[src/rtl/scurve_sweep_ctrl_pkg.sv]
// scurve_sweep_ctrl_pkg: state encoding, field widths and header constants for the S-curve sweep sequencer.
package scurve_sweep_ctrl_pkg;
  localparam int CHN_W = 6;
  localparam int DAC_W = 10;
  localparam logic [3:0] HDR_TAG = 4'hA;
  localparam logic [15:0] DEF_TRAILER = 16'hFFFF;
  typedef enum logic [3:0] {
    S_IDLE,
    S_LOAD_DAC,
    S_WAIT_DAC,
    S_SETTLE,
    S_HDR0,
    S_HDR1,
    S_FIRE,
    S_WAIT_TEST,
    S_NEXT,
    S_TRAILER,
    S_DONE
  } state_e;
endpackage

[src/rtl/scurve_sweep_ctrl_if.sv]
// scurve_sweep_ctrl_if: command, DAC, test and FIFO-header signals of the sweep sequencer.
interface scurve_sweep_ctrl_if;
  import scurve_sweep_ctrl_pkg::*;
  logic             Sweep_Start;
  logic             Sweep_Abort;
  logic [CHN_W-1:0] Start_Chn;
  logic [CHN_W-1:0] End_Chn;
  logic [DAC_W-1:0] Start_DAC;
  logic [DAC_W-1:0] End_DAC;
  logic [DAC_W-1:0] DAC_Step;
  logic             DAC_Load_Done;
  logic             One_Channel_Done;
  logic             Fifo_Full;
  logic [CHN_W-1:0] Chn_Select;
  logic [DAC_W-1:0] DAC_Code;
  logic             DAC_Load;
  logic             SCurve_Test_Start;
  logic [15:0]      Header_Data;
  logic             Header_wr_en;
  logic             Sweep_Busy;
  logic             Sweep_Done;
  modport master (
    input  Sweep_Start, Sweep_Abort, Start_Chn, End_Chn, Start_DAC, End_DAC, DAC_Step,
           DAC_Load_Done, One_Channel_Done, Fifo_Full,
    output Chn_Select, DAC_Code, DAC_Load, SCurve_Test_Start, Header_Data, Header_wr_en,
           Sweep_Busy, Sweep_Done
  );
  modport slave (
    output Sweep_Start, Sweep_Abort, Start_Chn, End_Chn, Start_DAC, End_DAC, DAC_Step,
           DAC_Load_Done, One_Channel_Done, Fifo_Full,
    input  Chn_Select, DAC_Code, DAC_Load, SCurve_Test_Start, Header_Data, Header_wr_en,
           Sweep_Busy, Sweep_Done
  );
endinterface

[src/rtl/scurve_sweep_ctrl_settle_timer.sv]
// settle_timer: after a start pulse, pulses done_o on the tc_i-th following cycle.
module settle_timer (
  input  logic        Clk,
  input  logic        reset_n,
  input  logic        start_i,
  input  logic [15:0] tc_i,
  output logic        done_o
);
  logic [15:0] cnt_q, cnt_d;
  logic        run_q, run_d;
  assign done_o = run_q && (cnt_q == tc_i - 16'd1);
  always_comb begin
    cnt_d = start_i ? 16'd0 : run_q ? cnt_q + 16'd1 : cnt_q;
    run_d = start_i ? 1'b1 : done_o ? 1'b0 : run_q;
  end
  always_ff @(posedge Clk or negedge reset_n) begin
    if (!reset_n) begin
      cnt_q <= '0;
      run_q <= 1'b0;
    end else begin
      cnt_q <= cnt_d;
      run_q <= run_d;
    end
  end
endmodule

[src/rtl/scurve_sweep_ctrl.sv]
// scurve_sweep_ctrl: steps channel (outer) and DAC code (inner) over latched ranges,
// writing a two-word header per point and firing the single-channel S-curve test.
module scurve_sweep_ctrl
  import scurve_sweep_ctrl_pkg::*;
#(
  parameter int          SETTLE_CYCLES = 400,
  parameter logic [15:0] TRAILER_WORD  = DEF_TRAILER
) (
  input logic                 Clk,
  input logic                 reset_n,
  scurve_sweep_ctrl_if.master bus
);
  localparam logic [15:0] SETTLE_TC = 16'(SETTLE_CYCLES);
  state_e           state_q, state_d;
  logic [CHN_W-1:0] chn_q, chn_d, end_chn_q, end_chn_d;
  logic [DAC_W-1:0] dac_q, dac_d, start_dac_q, start_dac_d, end_dac_q, end_dac_d, step_q, step_d;
  logic [15:0]      hdr_data_q, hdr_data_d;
  logic             dac_load_q, dac_load_d, test_start_q, test_start_d;
  logic             hdr_wr_q, hdr_wr_d, busy_q, busy_d, done_q, done_d;
  logic             start_prev_q;
  logic             settle_done, tmr_start;
  logic [DAC_W:0]   sum;
  assign sum       = {1'b0, dac_q} + {1'b0, step_q};
  assign tmr_start = (state_q == S_WAIT_DAC) && bus.DAC_Load_Done;
  settle_timer u_settle (
    .Clk     (Clk),
    .reset_n (reset_n),
    .start_i (tmr_start),
    .tc_i    (SETTLE_TC),
    .done_o  (settle_done)
  );
  always_comb begin
    state_d      = state_q;
    chn_d        = chn_q;
    dac_d        = dac_q;
    start_dac_d  = start_dac_q;
    end_chn_d    = end_chn_q;
    end_dac_d    = end_dac_q;
    step_d       = step_q;
    hdr_data_d   = hdr_data_q;
    dac_load_d   = 1'b0;
    test_start_d = 1'b0;
    hdr_wr_d     = 1'b0;
    done_d       = 1'b0;
    case (state_q)
      S_IDLE: if (bus.Sweep_Start && !start_prev_q) begin
        state_d     = S_LOAD_DAC;
        chn_d       = bus.Start_Chn;
        dac_d       = bus.Start_DAC;
        start_dac_d = bus.Start_DAC;
        // Inverted ranges collapse to the start value alone
        end_chn_d   = (bus.Start_Chn > bus.End_Chn) ? bus.Start_Chn : bus.End_Chn;
        end_dac_d   = (bus.Start_DAC > bus.End_DAC) ? bus.Start_DAC : bus.End_DAC;
        step_d      = (bus.DAC_Step == '0) ? DAC_W'(1) : bus.DAC_Step;
      end
      S_LOAD_DAC: begin
        dac_load_d = 1'b1;
        state_d    = S_WAIT_DAC;
      end
      S_WAIT_DAC: state_d = bus.DAC_Load_Done ? S_SETTLE : S_WAIT_DAC;
      S_SETTLE:   state_d = settle_done ? S_HDR0 : S_SETTLE;
      S_HDR0: if (!bus.Fifo_Full) begin
        hdr_wr_d   = 1'b1;
        hdr_data_d = {HDR_TAG, {(16-4-CHN_W){1'b0}}, chn_q};
        state_d    = S_HDR1;
      end
      S_HDR1: if (!bus.Fifo_Full) begin
        hdr_wr_d   = 1'b1;
        hdr_data_d = {{(16-DAC_W){1'b0}}, dac_q};
        state_d    = S_FIRE;
      end
      S_FIRE: begin
        test_start_d = 1'b1;
        state_d      = S_WAIT_TEST;
      end
      S_WAIT_TEST: state_d = bus.One_Channel_Done ? S_NEXT : S_WAIT_TEST;
      S_NEXT: begin
        // 11-bit sum: overflow past 1023 ends the channel instead of wrapping
        if (sum <= {1'b0, end_dac_q}) begin
          dac_d   = sum[DAC_W-1:0];
          state_d = S_LOAD_DAC;
        end else if (chn_q < end_chn_q) begin
          chn_d   = chn_q + CHN_W'(1);
          dac_d   = start_dac_q;
          state_d = S_LOAD_DAC;
        end else begin
          state_d = S_TRAILER;
        end
      end
      S_TRAILER: if (!bus.Fifo_Full) begin
        hdr_wr_d   = 1'b1;
        hdr_data_d = TRAILER_WORD;
        state_d    = S_DONE;
      end
      S_DONE: begin
        done_d  = 1'b1;
        state_d = S_IDLE;
      end
      default: state_d = S_IDLE;
    endcase
    if (bus.Sweep_Abort && state_q != S_IDLE) begin
      state_d      = S_IDLE;
      chn_d        = chn_q;
      dac_d        = dac_q;
      hdr_data_d   = hdr_data_q;
      dac_load_d   = 1'b0;
      test_start_d = 1'b0;
      hdr_wr_d     = 1'b0;
      done_d       = 1'b0;
    end
    busy_d = (state_d != S_IDLE);
  end
  always_ff @(posedge Clk or negedge reset_n) begin
    if (!reset_n) begin
      state_q      <= S_IDLE;
      chn_q        <= '0;
      dac_q        <= '0;
      start_dac_q  <= '0;
      end_chn_q    <= '0;
      end_dac_q    <= '0;
      step_q       <= '0;
      hdr_data_q   <= '0;
      dac_load_q   <= 1'b0;
      test_start_q <= 1'b0;
      hdr_wr_q     <= 1'b0;
      busy_q       <= 1'b0;
      done_q       <= 1'b0;
      start_prev_q <= 1'b0;
    end else begin
      state_q      <= state_d;
      chn_q        <= chn_d;
      dac_q        <= dac_d;
      start_dac_q  <= start_dac_d;
      end_chn_q    <= end_chn_d;
      end_dac_q    <= end_dac_d;
      step_q       <= step_d;
      hdr_data_q   <= hdr_data_d;
      dac_load_q   <= dac_load_d;
      test_start_q <= test_start_d;
      hdr_wr_q     <= hdr_wr_d;
      busy_q       <= busy_d;
      done_q       <= done_d;
      start_prev_q <= bus.Sweep_Start;
    end
  end
  assign bus.Chn_Select        = chn_q;
  assign bus.DAC_Code          = dac_q;
  assign bus.DAC_Load          = dac_load_q;
  assign bus.SCurve_Test_Start = test_start_q;
  assign bus.Header_Data       = hdr_data_q;
  assign bus.Header_wr_en      = hdr_wr_q;
  assign bus.Sweep_Busy        = busy_q;
  assign bus.Sweep_Done        = done_q;
endmodule
[src/flat_wrapper.sv]
// flat-port wrapper written by rule: the top's interface ports become plain ports
module scurve_sweep_ctrl_flat import scurve_sweep_ctrl_pkg::*;
#(
  parameter int          SETTLE_CYCLES = 400,
  parameter logic [15:0] TRAILER_WORD  = DEF_TRAILER
)
  (Clk, reset_n, bus_Sweep_Start, bus_Sweep_Abort, bus_Start_Chn, bus_End_Chn, bus_Start_DAC, bus_End_DAC, bus_DAC_Step, bus_DAC_Load_Done, bus_One_Channel_Done, bus_Fifo_Full, bus_Chn_Select, bus_DAC_Code, bus_DAC_Load, bus_SCurve_Test_Start, bus_Header_Data, bus_Header_wr_en, bus_Sweep_Busy, bus_Sweep_Done);
  scurve_sweep_ctrl_if bus_i ();
  input logic Clk;
  input logic reset_n;
  input wire logic [$bits(bus_i.Sweep_Start)-1:0] bus_Sweep_Start;
  input wire logic [$bits(bus_i.Sweep_Abort)-1:0] bus_Sweep_Abort;
  input wire logic [$bits(bus_i.Start_Chn)-1:0] bus_Start_Chn;
  input wire logic [$bits(bus_i.End_Chn)-1:0] bus_End_Chn;
  input wire logic [$bits(bus_i.Start_DAC)-1:0] bus_Start_DAC;
  input wire logic [$bits(bus_i.End_DAC)-1:0] bus_End_DAC;
  input wire logic [$bits(bus_i.DAC_Step)-1:0] bus_DAC_Step;
  input wire logic [$bits(bus_i.DAC_Load_Done)-1:0] bus_DAC_Load_Done;
  input wire logic [$bits(bus_i.One_Channel_Done)-1:0] bus_One_Channel_Done;
  input wire logic [$bits(bus_i.Fifo_Full)-1:0] bus_Fifo_Full;
  output wire logic [$bits(bus_i.Chn_Select)-1:0] bus_Chn_Select;
  output wire logic [$bits(bus_i.DAC_Code)-1:0] bus_DAC_Code;
  output wire logic [$bits(bus_i.DAC_Load)-1:0] bus_DAC_Load;
  output wire logic [$bits(bus_i.SCurve_Test_Start)-1:0] bus_SCurve_Test_Start;
  output wire logic [$bits(bus_i.Header_Data)-1:0] bus_Header_Data;
  output wire logic [$bits(bus_i.Header_wr_en)-1:0] bus_Header_wr_en;
  output wire logic [$bits(bus_i.Sweep_Busy)-1:0] bus_Sweep_Busy;
  output wire logic [$bits(bus_i.Sweep_Done)-1:0] bus_Sweep_Done;
  assign bus_i.Sweep_Start = bus_Sweep_Start;
  assign bus_i.Sweep_Abort = bus_Sweep_Abort;
  assign bus_i.Start_Chn = bus_Start_Chn;
  assign bus_i.End_Chn = bus_End_Chn;
  assign bus_i.Start_DAC = bus_Start_DAC;
  assign bus_i.End_DAC = bus_End_DAC;
  assign bus_i.DAC_Step = bus_DAC_Step;
  assign bus_i.DAC_Load_Done = bus_DAC_Load_Done;
  assign bus_i.One_Channel_Done = bus_One_Channel_Done;
  assign bus_i.Fifo_Full = bus_Fifo_Full;
  assign bus_Chn_Select = bus_i.Chn_Select;
  assign bus_DAC_Code = bus_i.DAC_Code;
  assign bus_DAC_Load = bus_i.DAC_Load;
  assign bus_SCurve_Test_Start = bus_i.SCurve_Test_Start;
  assign bus_Header_Data = bus_i.Header_Data;
  assign bus_Header_wr_en = bus_i.Header_wr_en;
  assign bus_Sweep_Busy = bus_i.Sweep_Busy;
  assign bus_Sweep_Done = bus_i.Sweep_Done;
  scurve_sweep_ctrl #(.SETTLE_CYCLES(SETTLE_CYCLES), .TRAILER_WORD(TRAILER_WORD)) u_core (.Clk(Clk), .reset_n(reset_n), .bus(bus_i));
endmodule
[config.mk]
export PLATFORM = sky130hd
export DESIGN_NAME = scurve_sweep_ctrl_flat
export DESIGN_NICKNAME = d
export VERILOG_FILES = /design/src/rtl/scurve_sweep_ctrl_pkg.sv /design/src/rtl/scurve_sweep_ctrl_if.sv /design/src/rtl/scurve_sweep_ctrl_settle_timer.sv /design/src/rtl/scurve_sweep_ctrl.sv /design/src/flat_wrapper.sv
export SDC_FILE = /design/constraint.sdc
export NUM_CORES = 1
export LEC_CHECK = 0
export CAP_MARGIN = 20
export CORE_MARGIN = 5
export CORE_UTILIZATION = 56
export CTS_BUF_LIST = sky130_fd_sc_hd__clkbuf_4 sky130_fd_sc_hd__clkbuf_8
export DETAILED_ROUTE_END_ITERATION = 12
export PLACE_DENSITY = 0.85
export SLEW_MARGIN = 5
export SYNTH_ARGS = -nofsm -noshare
export SYNTH_HDL_FRONTEND = slang
export SYNTH_SLANG_ARGS = --single-unit
[constraint.sdc]
create_clock -name Clk -period 4.24 [get_ports Clk]
set_input_delay 0.848 -clock Clk [delete_from_list [all_inputs] [get_ports Clk]]
set_output_delay 0.848 -clock Clk [all_outputs]
set_load 0.02 [all_outputs]
==> impl_metrics.yaml, run 1 <==
clocking:
  clockBufferDepth: 2
  cts_tree: "built"
  cts_hold_buf: 0
  h-tree-depth: 3
  clk_latency_ns: 0.37
  cts.clk_slew.worst_paths_ns: 0.09
  cts-root-buf: "clkbuf_8"
  cts_buffers: 9
  clock-sinks: 91
floorplan:
  fp.dieArea_sq_um: 12100
  coreArea_sq_um: 9730
  io_pins: 86
  initial_core_util_pct: 57.4
  die_h_microns: 110
  row_count: 36
  die_w_microns: 110
timing:
  drv_slew: 0
  worst_pin_slew_ns: 0.986
  fmax_mhz: 260
  hold_viol_final: 0
  finalSetupViolCount: 0
  clock_skew_ns: 0.0131
  rsz0062_at_grt: "no"
  fin_setup_tns_ns: 0
  relSlewSlack_pct: 34.0
  post-route-period-util_pct: 90.8
  hold_ws_ns: 0.482
  fin_crit_ns: 3.85
synth:
  ys.warnings.count: 0
  synth_cells: 632
  netlist_top_cells_area: "dfrtp_1 (41%), ha_1 (9.6%), nand2_1 (6.9%)"
  synth_top_area_share_pct: 40.8
  synth_nets: 725
  syn_area_sq_um: 5580
  synth_edf_count: 0
  ys_seq_elements: 91
  async_flop_share_pct: 100
  ys_seq_area_share_pct: 40.8
  synth_largest_area_cell: "dfrtp_1"
  ys.flop_type: "dfrtp_1"
  synth.avg_cell_area_sq_um: 8.84
  ys_types: 61
pwr:
  seqPwrFrac_pct: 31.0
  ir_drop_v: 0.000328
  swShare_pct: 45.3
  leakage_uw: 0.00306
  power_uw: 4690
  p_comb_share_pct: 55.9
  switchingPower_uw: 2130
  clockPowerShare_pct: 13.1
  power_density_nw_per_um2: 698
  intPower_uw: 2570
critical_path:
  crit_path_max_incr_delay_ns: 0.43
  critical_path.most_common_cell: "ha_1"
  crit_arrival_ns: 4.08
  worst-path-buf-inv: 1
  critical_path_class: "reg2reg"
  cp_cell_sequence: "ha_1, and3_1, a221oi_1, nor2_1, o41ai_1, xnor2_1, ha_1, nand3_1, or3_1, a21oi_1, nand3_2, buf_4, mux2i_1, o211ai_1"
  crit_family: "simple AND/OR/NAND/NOR gates"
  critPathMaxFanout: 11
  slowest_stage: "dfrtp_1"
  crit_required_ns: 4.48
  critPathCaptureType: "flop"
  startpoint_type: "flop"
hold_path:
  hold_path.class: "reg2reg"
route:
  first_pass_iters: 5
  wl_per_cell_microns: 17.2
  drc: 0
  num_vias: 4990
  detail-route-antenna-nets: 0
  drt-total-wl_microns: 14500
  drt_iter0_markers: 245
  via_per_inst: 5.91
placement:
  place_hpwl_microns: 11200
  routabilityCongestion: 0.965
  placed_cells: 829
  portBuffers: 85
global_routing:
  grt_overflow: 0
  grt_pass1_vias: 5067
  antenna_found_initial: 0
  grt_max_degree: 66
  track_usage_pct: 25.5
  grt_pass1_wl_microns: 24000
cells_and_area:
  stdcell_count: 845
  fin_nets: 800
  area_delta_synth_final_pct: 20.5
  diodes: 0
  drive_gt1_share_pct: 5.48
status:
  status: "completed"
job:
  drv_cap: 0
==> cell type report <==
type                       instances  area (sq um)
multi-input combinational        471          3030
fill                             819          3000
sequential                        91          2280
timing repair buffer              92           901
tap                              133           166
inverter                          42           158
clock buffer                       9           124
clock inverter                     7          75.1
==> metal layers <==
layer  global-route usage (%)  routed length [microns]  share of wire, %
met5                        0                        0                 0
met4                     10.1                      381               2.6
met3                     3.58                      913               6.3
met2                     44.2                     7350                51
met1                     32.2                     5890                41
==> sequential cells by signal, summed over array words and instances (netlist names) <==
register                      cells
u_core.bus.Chn_Select             6
u_core.bus.DAC_Code              10
u_core.bus.DAC_Load               1
u_core.bus.Header_Data           12
u_core.bus.Header_wr_en           1
u_core.bus.SCurve_Test_Start      1
u_core.bus.Sweep_Busy             1
u_core.bus.Sweep_Done             1
u_core.end_chn_q                  6
u_core.end_dac_q                 10
u_core.start_dac_q               10
u_core.start_prev_q               1
u_core.state_q                    4
u_core.step_q                    10
u_core.u_settle.cnt_q            16
u_core.u_settle.run_q             1
==> synth_stat cells, types with 4 or more instances <==
cell type,n
a21o_1,6
a21oi_1,29
a2bb2oi_1,4
a31oi_1,16
and3_1,4
buf_2,4
buf_4,4
clkbuf_1,18
dfrtp_1,91
ha_1,43
inv_1,42
mux2i_1,15
nand2_1,103
nand3_1,11
nand4_1,24
nor2_1,55
nor2b_1,6
nor3_1,6
o211ai_1,9
o21a_1,7
o21ai_0,33
o22ai_1,9
o31ai_1,17
or3_1,6
xnor2_1,13
xor2_1,5
==> power groups by stage <==
stage | Combinational, uW | Clock [uW] | Sequential (uW)
final | 2620 | 613 | 1460
after detailed placement | 2610 | 0 | 1460
after global routing | 2930 | 654 | 1500
after global placement | 2530 | 0 | 1450
after floorplan | 1800 | 0 | 1460
after CTS | 2620 | 613 | 1450
==> worst paths after layout <==
path	from	end	slack, ns	cells past startpoint
min reg2reg	u_core.bus.Header_Data[4]	u_core.bus.Header_Data[4]	0.48	2
min in group asynchronous	reset_n	u_core.end_chn_q[2]	0.56	1
min	u_core.bus.Header_Data[4]	u_core.bus.Header_Data[4]	0.48	2
max	u_core.bus.DAC_Code[3]	u_core.bus.DAC_Code[8]	0.39	14
max reg2reg	u_core.bus.DAC_Code[3]	u_core.bus.DAC_Code[8]	0.39	14
max in group asynchronous	reset_n	u_core.end_dac_q[4]	2.79	2
==> worst min-delay path: stages, from the launching register on <==
cell     delay [ns]
dfrtp_1        0.35
nand2_1        0.05
o21ai_0        0.06
==> cells by family (layout without fill, tap and decap cells) <==
logic type      Yosys count  count (layout)  synth area share (%)
xor+xnor                 18              18                  2.82
mux                      16              16                  2.89
simple gates            235             235                  19.7
flops                    91              91                  40.8
buf+inv                  70             150                  5.06
compound gates          157             157                  18.6
fa+ha+maj                45              45                  10.2
==> through the flow <==
| stage | area (sq um) | utilization [%] | setup slack [ns] |
|---|---|---|---|
| after global placement | 6530 | 67.1 | 0.478 |
| final | 6730 | 69.2 | 0.392 |
| after global routing | 6730 | 69.2 | 0.100 |
| after floorplan | 5580 | - | 0.741 |
| after detailed placement | 6530 | 67.1 | 0.315 |
| after CTS | 6730 | 69.1 | 0.288 |
==> what timing repair did <==
item | in CTS | in global routing
setup endpoints to repair | 0 | 7
endpoints found under the hold margin | 0 | 0
resized for setup | 0 | 1
buffers inserted | 0 | 0
==> placed cells by master, fill, tap and decap left out, types with 5 or more instances in the layout <==
cell type / netlist / final
nand2_1: 103 / 103
o21a_1: 7 / 7
nand4_1: 24 / 24
o31ai_1: 17 / 17
o21ai_0: 33 / 33
inv_1: 42 / 42
a31oi_1: 16 / 16
dfrtp_1: 91 / 91
xnor2_1: 13 / 13
o211ai_1: 9 / 9
nor2b_1: 6 / 6
a21o_1: 6 / 6
clkbuf_8: 0 / 9
or3_1: 6 / 6
nor2_1: 55 / 55
buf_4: 4 / 8
ha_1: 43 / 43
xor2_1: 5 / 5
mux2i_1: 15 / 15
o22ai_1: 9 / 9
nand3_1: 11 / 10
a21oi_1: 29 / 29
nor3_1: 6 / 6
clkdlybuf4s50_1: 0 / 84
Note: power is estimated with default switching activity, not from simulation.
==> inputs of run 2 (changes only) <==
- GPL_TIMING_DRIVEN: not set -> 0
==> impl_metrics.yaml, run 2 (synthesis gave the netlist of run 1 again) <==
timing:
  setup_ws_ns: 0.317
  hold_viol_final: 0
  worst_pin_slew_ns: 0.865
  drv_slew: 0
  post-route-period-util_pct: 92.5
  finalSetupViolCount: 0
  fin_setup_tns_ns: 0
  relSlewSlack_pct: 42.1
  rsz0062_at_grt: "no"
  clock_skew_ns: 0.00855
  fmax_mhz: 255
  fin_crit_ns: 3.92
route:
  wl_per_cell_microns: 16.8
  wl_met1_microns: 5870
  dr_wl_met2_microns: 7250
  drt_iter0_markers: 269
  route.met3.wl_microns: 887
  detail-route-antenna-nets: 0
  first_pass_iters: 5
  drt-total-wl_microns: 14500
  drc: 0
  via_per_inst: 5.96
  top_layer: "met4"
  num_vias: 5160
status:
  status: "completed"
critical_path:
  startpoint_type: "flop"
  rr_worst_depth: 16
  startpoint: "u_core.bus.DAC_Code[0]"
  slowest_stage: "dfrtp_2"
  critPathCaptureType: "flop"
  ff2ff_setup_slack_ns: 0.32
  r2r-end: "u_core.bus.DAC_Code[9]"
  critPathMaxFanout: 10
  critical_path_class: "reg2reg"
  crit_arrival_ns: 4.17
  critical_path.most_common_cell: "ha_1"
  crit_path_max_incr_delay_ns: 0.43
  crit_required_ns: 4.49
  cp_cell_sequence: "ha_1, inv_1, fa_1, nor2b_1, o31a_1, o22ai_1, xnor2_1, ha_1, nand4_1, or3_1, a21oi_1, nand3_1, buf_2, nor2_2, mux2i_1, o21ai_1"
  r2r-start: "u_core.bus.DAC_Code[0]"
global_routing:
  track_usage_pct: 25.0
  grt_pass1_vias: 5150
  antenna_found_initial: 0
  grt_overflow: 0
  grt_pass1_wl_microns: 23900
  grt_max_degree: 52
cells_and_area:
  final_common_cell: "nand2_1"
  mostFrequentLayoutCells: "nand2_1 (103), dfrtp_1 (90), clkdlybuf4s50_1 (84)"
  area_delta_synth_final_pct: 22.3
  fin_nets: 823
  stdcell_area_sq_um: 6830
  regMostFlops: "u_core.u_settle.cnt_q"
  diodes: 0
  drive_gt1_share_pct: 5.87
  largest_register_ff_count: 16
  stdcell_count: 866
placement:
  placed_area_sq_um: 6630
  placed_cells: 851
  portBuffers: 85
  place_worst_setup_slack_ns: 0.231
  routabilityCongestion: 0.947
  place_hpwl_microns: 11600
clocking:
  clk_latency_ns: 0.36
  cts.clk_slew.worst_paths_ns: 0.09
  cts-root-buf: "clkbuf_8"
  h-tree-depth: 3
  cts_tree: "built"
  clock-sinks: 91
  clockBufferDepth: 2
  cts_buffers: 9
pwr:
  power_density_nw_per_um2: 694
  leakage_uw: 0.00312
  ir_drop_v: 0.000413
floorplan:
  coreArea_sq_um: 9730
  initial_core_util_pct: 57.4
  io_pins: 86
  die_h_microns: 110
  die_w_microns: 110
  fp.dieArea_sq_um: 12100
  row_count: 36
hold_path:
  hold_path.class: "in2async"
job:
  drv_cap: 0
-- run 2: cell count changes in the layout (fill, tap and decap cells not counted), sizes merged --
cell	before	now
buf	8	13
clkinvlp	3	0
clkbuf	9	29
inv	44	42
clkinv	1	2
-- run 2: worst max path at each step --
stage / endpoint
finish: u_core.bus.DAC_Code[9]
floorplan: u_core.bus.DAC_Code[9]
CTS: u_core.bus.Sweep_Busy
global route: u_core.bus.DAC_Code[9]
global placement: u_core.start_dac_q[8]
detailed placement: u_core.bus.Sweep_Busy
-- run 2: worst max-delay path, delay by kind of cell (launching register included) --
family	cells	cell delay, ns
AO/OA/AOI/OAI	4	0.60
XOR/XNOR	1	0.19
adder cells (fa/ha/maj)	3	0.94
buffers and inverters	2	0.32
flip-flops	1	0.43
multiplexers	1	0.21
AND/OR/NAND/NOR	5	1.10
-- run 2: final cells by class --
cell class / count / area (sq um)
Buffer: 28 / 126
Clock buffer: 11 / 145
Clock inverter: 3 / 40.0
Fill cell: 803 / 2900
Inverter: 42 / 158
Multi-Input combinational cell: 471 / 3030
Sequential cell: 91 / 2280
Tap cell: 133 / 166
Timing Repair Buffer: 87 / 881
-- run 2: metal layers --
metal | vias to the layer above | track usage [%]
met5 | - | 0
met4 | 0 | 10.3
met2 | 211 | 44.0
met3 | 54 | 3.35
met1 | 2454 | 30.8
li1 | 2441 | -
-- run 2: per-stage QoR --
step	util, %	power (uW)	hold slack [ns]
final	70.2	4740	0.447
after CTS	70.0	4700	0.471
after global placement	67.8	3980	0.459
after global routing	70.2	5120	0.496
after detailed placement	68.1	4110	0.463
after floorplan	-	3260	0.445
-- run 2: timing repair --
| action | in CTS | in global routing |
|---|---|---|
| gates resized for setup | 0 | 6 |
| endpoints found under the hold margin | 0 | 0 |
| endpoints found under the setup margin | 0 | 12 |
| hold buffers | 0 | 0 |
| setup buffers | 0 | 0 |
-- run 2: power by group --
| group | switching, uW | internal [uW] |
|---|---|---|
| Sequential | 288 | 1160 |
| Combinational | 1560 | 1150 |
| Clock | 296 | 287 |
==> inputs of run 3 (changes only) <==
- CORE_MARGIN: 5 -> not set
- SLEW_MARGIN: 5 -> not set
- clock period: 4.24 -> 4.2 ns (I/O delays scaled with it)
==> impl_metrics.yaml, run 3 (synthesis gave the netlist of run 1 again) <==
timing:
  hold_viol_final: 0
  hold_ws_ns: 0.458
  worst_pin_slew_ns: 0.877
  relSlewSlack_pct: 41.3
  fin_crit_ns: 4.01
  drv_slew: 0
  fmax_mhz: 249
  clock_skew_ns: 0.0116
  post-route-period-util_pct: 95.5
  finalSetupViolCount: 0
clocking:
  cts_tree: "built"
  clock-sinks: 91
  clk_latency_ns: 0.37
  clockBufferDepth: 2
  cts_hold_buf: 0
  cts_buffers: 9
  h-tree-depth: 3
  cts.clk_slew.worst_paths_ns: 0.09
  cts-root-buf: "clkbuf_8"
route:
  wl_per_cell_microns: 16.4
  drt_iter0_markers: 200
  drt-total-wl_microns: 14200
  first_pass_iters: 4
  num_vias: 5099
  drc: 0
  detail-route-antenna-nets: 0
  via_per_inst: 5.87
pwr:
  power_density_nw_per_um2: 711
  ir_drop_v: 0.000425
  leakage_uw: 0.00314
  power_uw: 4890
critical_path:
  crit_arrival_ns: 4.27
  critPathCaptureType: "flop"
  crit_path_max_incr_delay_ns: 0.45
  critPathMaxFanout: 10
  slowest_stage: "dfrtp_1"
  r2r-start: "u_core.bus.DAC_Code[0]"
  cp_cell_sequence: "ha_1, inv_1, fa_1, nor2b_1, o31a_1, o22ai_1, xnor2_1, ha_1, nand4_1, or3_1, a21oi_1, nand3_1, buf_2, nor2_1, nor2_1, o22a_1"
  startpoint_type: "flop"
  crit_required_ns: 4.46
  critical_path_class: "reg2reg"
  startpoint: "u_core.bus.DAC_Code[0]"
cells_and_area:
  fin_nets: 823
  multi_input_comb_area_sq_um: 3030
  regArea_sq_um: 2280
  regMostFlops: "u_core.u_settle.cnt_q"
  largest_register_ff_count: 16
  diodes: 0
  stdcell_area_sq_um: 6890
  final_common_cell: "nand2_1"
  area_delta_synth_final_pct: 23.3
  final_util_pct: 70.8
  drive_gt1_share_pct: 5.85
  mostFrequentLayoutCells: "nand2_1 (103), dfrtp_1 (91), clkdlybuf4s50_1 (84)"
  fillers: 779
placement:
  placed_area_sq_um: 6630
  routabilityCongestion: 0.952
  place_hpwl_microns: 11200
  portBuffers: 85
global_routing:
  antenna_found_initial: 0
  grt_pass1_vias: 4962
  grt_overflow: 0
  grt_pass1_wl_microns: 23600
  grt_max_degree: 49
  track_usage_pct: 29.3
hold_path:
  hold_path.class: "in2async"
status:
  status: "completed"
job:
  drv_cap: 0
floorplan:
  io_pins: 86
  initial_core_util_pct: 57.4
  coreArea_sq_um: 9730
  row_count: 36
  die_h_microns: 102
  die_w_microns: 102
  fp.dieArea_sq_um: 10400
run 3: through the flow:
stage          setup WS, ns  TNS [ns]  std cells
2_1_floorplan         0.701         0        632
3_3_place_gp         -0.869    -78.67        850
3_5_place_dp          0.214         0        851
4_1_cts               0.192         0        867
5_1_grt             -0.0110   -0.0139        868
6_report              0.187         0        868
run 3: per-layer routing:
metal	vias up	wire length [microns]	GRT usage (%)
li1	2458	-	-
met1	2443	5870	36.2
met2	164	7230	51.7
met3	34	683	4.04
met4	0	458	12.5
met5	-	0	0
run 3: critical path, delay by kind of cell, from the launching register on:
kind / cells / cell delay [ns]
AND/OR/NAND/NOR: 6 / 1.27
XOR/XNOR: 1 / 0.17
buffers and inverters: 2 / 0.32
AO/OA/AOI/OAI: 4 / 0.76
flip-flops: 1 / 0.45
adder cells (fa/ha/maj): 3 / 0.95
run 3: area by class of cell:
| cell class | instances | share of cell area, % |
|---|---|---|
| well taps | 133 | 2.42 |
| clock inverters | 7 | 1.80 |
| clock buffers | 9 | 1.80 |
| multi-input cells | 471 | 44.0 |
| inverters | 42 | 2.29 |
| plain buffers | 28 | 1.83 |
| flip-flops and latches | 91 | 33.1 |
| repair buffers | 87 | 12.8 |
run 3: final timing paths:
kind,endpoint,slack (ns),cells after the start
worst max-delay path,u_core.bus.Chn_Select[0],0.19,16
worst min-delay path,u_core.bus.Header_wr_en,0.46,1
worst max register to register,u_core.bus.Chn_Select[0],0.19,16
worst min register to register,u_core.bus.Header_Data[9],0.48,2
max in group asynchronous,u_core.bus.DAC_Code[6],3.11,2
min in group Clk,u_core.bus.Header_Data[9],0.48,2
run 3: what timing repair did:
action | 4_1_cts | 5_1_grt
resized for setup | 0 | 3
buffers inserted | 0 | 0
setup endpoints to repair | 0 | 11
run 3: power by group:
part	switching, uW	internal, uW
clock	331	401
combinational	1550	1150
sequential	294	1170
total	2170	2720
